==> src/rtl/cobra_ctrl_pkg.sv <==
`default_nettype none
// ============================================================================
// Module      : cobra_ctrl_pkg
// Description : Shared types and constants for the CYBERcobra run/halt/step
//               sequencer (state encodings, retired-counter width).
// Revision    : 1.0 - initial release
// ============================================================================
package cobra_ctrl_pkg;

    // Width of the retired-instruction counter.
    localparam int unsigned c_CNT_W = 32;

    // Sequencer states. ST_ILLEGAL is listed so the encoding space is
    // complete; the FSM recovers from it to ST_HALT.
    typedef enum logic [1:0] {
        ST_HALT    = 2'b00,
        ST_RUN     = 2'b01,
        ST_STEP    = 2'b10,
        ST_ILLEGAL = 2'b11
    } run_state_e;

endpackage
`default_nettype wire

==> src/rtl/cobra_bp_cmp.sv <==
`default_nettype none
// ============================================================================
// Module      : cobra_bp_cmp
// Description : PC breakpoint register and comparator. A loaded value is
//               used from the cycle after the write. The match is suppressed
//               while first_run is set so a resume from the breakpoint PC
//               executes that instruction.
// Revision    : 1.0 - initial release
// ============================================================================
module cobra_bp_cmp
    import cobra_ctrl_pkg::*;
(
    input  logic        clk,
    input  logic        rst,
    input  logic        i_bp_we,
    input  logic [31:0] i_bp_addr,
    input  logic        i_bp_valid,
    input  logic [31:0] i_pc,
    input  logic        i_first_run,
    output logic        o_match
);

    logic        r_bp_valid;
    logic [31:0] r_bp_addr;

    // Breakpoint register: loaded on a write strobe in any sequencer state.
    always_ff @(posedge clk) begin
        if (rst) begin
            r_bp_valid <= 1'b0;
            r_bp_addr  <= 32'h0000_0000;
        end else if (i_bp_we) begin
            r_bp_valid <= i_bp_valid;
            r_bp_addr  <= i_bp_addr;
        end
    end

    assign o_match = r_bp_valid && (i_pc == r_bp_addr) && !i_first_run;

endmodule
`default_nettype wire

==> src/rtl/cobra_run_ctrl.sv <==
`default_nettype none
// ============================================================================
// Module      : cobra_run_ctrl
// Description : Run/halt/single-step sequencer for the CYBERcobra core.
//               Produces the core clock-enable and counts retired cycles.
//               Optional PC breakpoint built when COBRA_RUN_CTRL_BP_EN is
//               defined; otherwise the breakpoint ports are ignored.
// Revision    : 1.0 - initial release
// ============================================================================
module cobra_run_ctrl
    import cobra_ctrl_pkg::*;
(
    input  logic               clk_i,
    input  logic               rst_i,
    input  logic               run_i,
    input  logic               halt_i,
    input  logic               step_i,
    input  logic [31:0]        pc_i,
    input  logic               bp_we_i,
    input  logic [31:0]        bp_addr_i,
    input  logic               bp_valid_i,
    input  logic               clr_cnt_i,
    output logic               core_en_o,
    output logic [1:0]         state_o,
    output logic               halted_o,
    output logic               bp_hit_o,
    output logic [c_CNT_W-1:0] retired_o
);

    run_state_e         r_state;
    run_state_e         w_state_nxt;
    logic               w_match;
    logic               w_core_en;
    logic [c_CNT_W-1:0] r_retired;

`ifdef COBRA_RUN_CTRL_BP_EN
    logic r_first_run;
    logic r_bp_hit;

    cobra_bp_cmp u_bp_cmp (
        .clk         (clk_i),
        .rst         (rst_i),
        .i_bp_we     (bp_we_i),
        .i_bp_addr   (bp_addr_i),
        .i_bp_valid  (bp_valid_i),
        .i_pc        (pc_i),
        .i_first_run (r_first_run),
        .o_match     (w_match)
    );

    // first_run marks the first RUN cycle after a resume; bp_hit pulses
    // the cycle after a breakpoint stop.
    always_ff @(posedge clk_i) begin
        if (rst_i) begin
            r_first_run <= 1'b0;
            r_bp_hit    <= 1'b0;
        end else begin
            r_first_run <= (r_state == ST_HALT) && (w_state_nxt == ST_RUN);
            r_bp_hit    <= (r_state == ST_RUN) && w_match;
        end
    end

    assign bp_hit_o = r_bp_hit;
`else
    logic w_unused_bp;

    assign w_unused_bp = ^{bp_we_i, bp_addr_i, bp_valid_i, pc_i};
    assign w_match     = 1'b0;
    assign bp_hit_o    = 1'b0;
`endif

    // State register.
    always_ff @(posedge clk_i) begin
        if (rst_i) begin
            r_state <= ST_HALT;
        end else begin
            r_state <= w_state_nxt;
        end
    end

    // Next-state and core enable; halt beats step beats run.
    always_comb begin
        w_state_nxt = r_state;
        w_core_en   = 1'b0;
        case (r_state)
            ST_HALT: begin
                if (!halt_i) begin
                    if (step_i) begin
                        w_state_nxt = ST_STEP;
                    end else if (run_i) begin
                        w_state_nxt = ST_RUN;
                    end
                end
            end
            ST_RUN: begin
                // A halt lets the current instruction retire; a breakpoint
                // stops before it.
                w_core_en = !w_match;
                if (halt_i || w_match) begin
                    w_state_nxt = ST_HALT;
                end
            end
            ST_STEP: begin
                w_core_en   = 1'b1;
                w_state_nxt = ST_HALT;
            end
            default: begin
                w_state_nxt = ST_HALT;
            end
        endcase
        if (rst_i) begin
            w_core_en = 1'b0;
        end
    end

    // Retired counter: clear wins over increment, wraps naturally.
    always_ff @(posedge clk_i) begin
        if (rst_i || clr_cnt_i) begin
            r_retired <= '0;
        end else if (w_core_en) begin
            r_retired <= r_retired + c_CNT_W'(1);
        end
    end

    assign core_en_o = w_core_en;
    assign state_o   = r_state;
    assign halted_o  = (r_state == ST_HALT);
    assign retired_o = r_retired;

endmodule
`default_nettype wire

==> config.mk <==
export PLATFORM = sky130hd
export DESIGN_NAME = cobra_run_ctrl
export DESIGN_NICKNAME = d
export VERILOG_FILES = /design/src/rtl/cobra_ctrl_pkg.sv /design/src/rtl/cobra_bp_cmp.sv /design/src/rtl/cobra_run_ctrl.sv
export SDC_FILE = /design/constraint.sdc
export NUM_CORES = 1
export LEC_CHECK = 0
export CAP_MARGIN = 20
export CORE_UTILIZATION = 34
export CTS_BUF_LIST = sky130_fd_sc_hd__clkbuf_4
export DETAILED_ROUTE_END_ITERATION = 10
export GPL_TIMING_DRIVEN = 0
export PLACE_DENSITY = 0.79
export SYNTH_ARGS = -nofsm -noshare
export SYNTH_HDL_FRONTEND = slang
export SYNTH_SLANG_ARGS = --single-unit
==> constraint.sdc <==
create_clock -name clk_i -period 1.9 [get_ports clk_i]
set_input_delay 0.285 -clock clk_i [delete_from_list [all_inputs] [get_ports clk_i]]
set_output_delay 0.285 -clock clk_i [all_outputs]
set_load 0.01 [all_outputs]
Yosys cells after proc, flatten, opt, wreduce, memory -nomap -nowiden

Index checks and enable logic that the tools add are counted.

Bits in registers: 34
Latch bits: 0
Bits in writable memories: 0
Bits in read-only memories: 0
Bits of input ports: 72
Logic and storage cells: 19
Memories kept: 0

$add $sub $neg: 1
Multiply operators: 0
Div/mod/pow operators: 0
Order comparisons: 0
Equality and inequality tests: 5
Shift operators: 0
Muxes and demuxes: 7
Bitwise gates (word level): 0
Reductions and logical operators: 4

Operators by type and width:

| cell                  | count |
|---|---|
| $add 32x1->32 const B | 1 |
| $mux 2                | 4 |
| $ne 2x2->1 const B    | 2 |
| $pmux 2 s2            | 1 |
| $ne 3x3->1 const B    | 1 |
| $reduce_and 3->1      | 1 |
| $eq 2x1->1 const B    | 1 |
| $eq 2x2->1 const B    | 1 |
| $logic_not 2->1       | 1 |
| $mux 1                | 2 |
| $reduce_or 2->1       | 1 |
| $logic_or 1x1->1      | 1 |

Longest topological paths before layout

Word-level depth: 4
Depth in mapped cells: 7
Gate-level depth less buffers: 6

Worst setup path before layout

Ideal clock, no wire load.

Path type: reg-to-reg
Start point: register r_state[1] (netlist: state_o[1])
End point: register r_retired[24] (netlist: retired_o[24])
Library setup time: 0.070 ns
Arrival time: 1.973 ns
Slack: -0.144 ns
Stages on the path, launching flop included: 8
Path buffers: 1
Clock period less this slack: 2.044 ns
Cell sequence: dfxtp_1 -> inv_1 -> ha_1 -> and3b_1 -> buf_2 -> nand3_1 -> or4_1 -> a21oi_1

Cells in the longest elaborated chain, start to end: 4

RTL lines:

| what                                     | line                  | source |
|---|---|---|
| start: declaration                       | cobra_run_ctrl.sv:30  | `run_state_e r_state;` |
| start signal: assignment                 | cobra_run_ctrl.sv:77  | `r_state <= w_state_nxt;` |
| $eq 2x1->1 or $eq 2x2->1 (tied branches) | cobra_run_ctrl.sv:85  | `case (r_state)` |
| $reduce_or 2->1 (no line) (*)            | -                     |  |
| $mux 1 (*)                               | cobra_run_ctrl.sv:85  |  |
| $mux 1 (*)                               | cobra_run_ctrl.sv:111 | `if (rst_i) begin` |
| end signal: assignment                   | cobra_run_ctrl.sv:121 | `r_retired <= r_retired + c_CNT_W'(1);` |
| end: declaration                         | cobra_run_ctrl.sv:34  | `logic [c_CNT_W-1:0] r_retired;` |

Every way passes the cells marked *; elsewhere a longest branch is shown, timed or not.
A chain may end at the register's enable or synchronous reset.

Worst setup path in the final report

Start point: register r_state[1] (netlist: state_o[1])
End point: register r_retired[22] (netlist: retired_o[22])

Same word-level chain as after synthesis.

==> impl_metrics.csv <==
group,metric,value,unit
route,routed-via-count,1730,
pwr,finalPower,1.261,mW
layout,layout_commonest_cell,"clkdlybuf4s50_1",
critical_path,cp-end-kind,"register",
global_route,antenna_found_initial,0,
synth,synth_edf_count,0,
clock_network,path_clk_slew,0.11,ns
route,initialDrtViolationCount,74,
synth,ys_types,41,
global_route,track_usage,16.47,%
critical_path,critPathMaxFanout,7,
critical_path,worstPathRequired,2.18,ns
synth,yosys.area.top_type_share,40.18,%
route,routed_wl,4286,µm
critical_path,start_kind,"register",
global_route,grt_pass1_vias,1500,
global_route,grt_overflow,0,
synth,async_flop_share,0,%
route,drcViolationCount,0,
clock_network,htree_levels,2,
clock_network,clock_latency,0.34,ns
critical_path,crit_arrival,2.14,ns
synth,ys_ff_latch,34,
clock_network,cts_tree,"built",
critical_path,cpMostUsedCell,"buf_6",
sta,grt_setup_unrepaired,"true",
clock_network,clockRootBuffer,"clkbuf_4",
placement,globalplace.congestion,0.7815,
global_route,grt_start_max_net_pins,11,
synth,synthFlopType,"dfxtp_1",
synth,synth_top_area_cell,"dfxtp_1",
floorplanning,fp.dieH,72.59,µm
worst_hold_path,hold_path.class,"register to register",
synth,netlist_top_cells_area,"dfxtp_1, a21oi_1, o31ai_1",
sta,whs,0.5010,ns
synth,yosysWarnings,0,
floorplanning,rows,25,
layout,final_cell_mix,"clkdlybuf4s50_1, dfxtp_1, buf_4",
synth,ys_seq_area_share,40.18,%
clock_network,clockBufferDepth,2,
route,ant_nets,0,
placement,io_buffers,41,
sta,hold_viol,0,
critical_path,path_cells,"inv_2, ha_4, and3b_1, buf_6, nand4_1, buf_6, or4_4, a21oi_2",
sta,final.setup.tns,0,ns
critical_path,critical_path.slowest_cell,"or4_4",
sta,slew_headroom,62.58,%
pwr,cellLeakagePower,0.8028,nW
sta,min_period_over_period,97.95,%
sta,clock_skew,0.01447,ns
clock_network,clock_sinks,34,
layout,antenna_cells,0,
floorplanning,core,4755,µm²
critical_path,critPathKind,"register to register",
sta,worstMarginPinSlew,0.5613,ns
sta,fin_ws,0.03893,ns
layout,fin_util,53.11,%
synth,postSynthCellCount,195,
run,max-cap-violations,0,
layout,nets,337,
status,status,"complete, no violations",
placement,post-dp-hpwl,2769,µm
floorplanning,start_util,35.63,%
synth,syn_area_per_cell,8.688,µm²
global_route,grt_pass1_wl,6824,µm
synth,syn-num-nets,270,
placement,preCtsSetupSlack,-0.4485,ns
route,firstDrtPassIters,4,
route,wl_per_cell,12.99,µm
floorplanning,die-area,5269,µm²
clock_network,cts_buffers,5,
sta,finalSetupViolCount,0,
layout,drive_gt1_share,27.76,%
sta,finalMaxSlewViolations,0,
floorplanning,ios,109,
route,vias_per_cell,5.242,
synth,syn_area,1694,µm²
sta,fmax,537.3,MHz
sta,period_needed,1.861,ns
clock_network,cts_hold_buf,0,
critical_path,slowest_delay,0.42,ns
layout,syn_to_final_growth,49.04,%
pwr,ir_drop,0.0003522,V
floorplanning,die_width,72.59,µm
pwr,power_density,499.3,nW/µm²
-- through the flow --
stage,area (µm²),instances
after CTS,2359,321
after floorplan,1714,195
after global placement,2208,303
after detailed placement,2208,303
after global routing,2525,330
final,2525,330
-- cells by family (layout without fill, tap and decap cells) --
group / Yosys count / count (layout) / share of synthesized area, %
AND/OR/NAND/NOR: 81 / 81 / 29.47
AO/OA/AOI/OAI: 48 / 48 / 17.06
flip-flops: 34 / 34 / 40.18
buffers and inverters: 17 / 85 / 5.022
XOR/XNOR: 9 / 9 / 4.653
adder cells (fa/ha/maj): 3 / 3 / 2.216
multiplexers: 2 / 2 / 1.182
other: 1 / 1 / 0.2214
-- critical path, delay by kind of cell, from the launching register on --
| kind | cells | cell delay [ns] |
|---|---|---|
| compound gates | 1 | 0.12 |
| fa+ha+maj | 1 | 0.27 |
| buf+inv | 3 | 0.35 |
| flops | 1 | 0.35 |
| simple gates | 3 | 0.71 |
-- cell usage after synthesis (3+ instances only) --
cell      count
xor2_1        8
ha_1          3
a21oi_1      23
nand3_1      12
clkbuf_1      7
nand2_1      10
o31ai_1      15
dfxtp_1      34
nand4_1       8
nor2_1       11
inv_1         4
or3_1         6
or4_1        15
o21ai_0       6
and4_1        3
-- layer usage --
| metal | up-vias | track usage (%) | routed length, µm | part of all wire, % |
|---|---|---|---|---|
| li1 | 866 | - | - | - |
| met1 | 818 | 20.80 | 1918 | 45 |
| met2 | 40 | 27.10 | 2114 | 49 |
| met3 | 6 | 4.696 | 205 | 4.8 |
| met4 | 0 | 5.229 | 48 | 1.1 |
| met5 | - | 0 | 0 | 0 |
-- power by group --
part | total [mW] | internal, mW | switching, mW
logic | 0.130 | 0.0714 | 0.0591
registers | 0.725 | 0.719 | 0.00559
clock network | 0.406 | 0.153 | 0.252
total | 1.26 | 0.944 | 0.317
-- worst paths after layout --
kind                              startpoint                          to  slack (ns)  cells after the start
setup reg to reg     state_o[1]$_SDFFE_PP0P_  retired_o[22]$_SDFFE_PP0P_        0.04                      8
setup / recovery     state_o[1]$_SDFFE_PP0P_  retired_o[22]$_SDFFE_PP0P_        0.04                      8
hold reg to reg   retired_o[29]$_SDFFE_PP0P_  retired_o[29]$_SDFFE_PP0P_        0.50                      2
hold / removal    retired_o[29]$_SDFFE_PP0P_  retired_o[29]$_SDFFE_PP0P_        0.50                      2
-- area by class of cell --
type,instances,area (µm²)
fill,455,2230
inverter,4,15.01
clock inverter,2,8.758
tap,67,83.83
timing repair buffer,60,559.3
clock buffer,6,45.04
buffer,13,85.08
multi-input combinational,144,1040
sequential,34,688.2
-- sequential cells by signal (all words and copies together) (netlist names) --
name,cells
retired_o,32
state_o,2
-- repair_timing --
action                                  in CTS  in global routing
setup buffers                               10                  9
endpoints found under the hold margin        0                  0
pin swaps                                    4                 10
endpoints found under the setup margin      20                 19
resized for setup                           10                 33
Note: power is estimated with default switching activity, not from simulation.
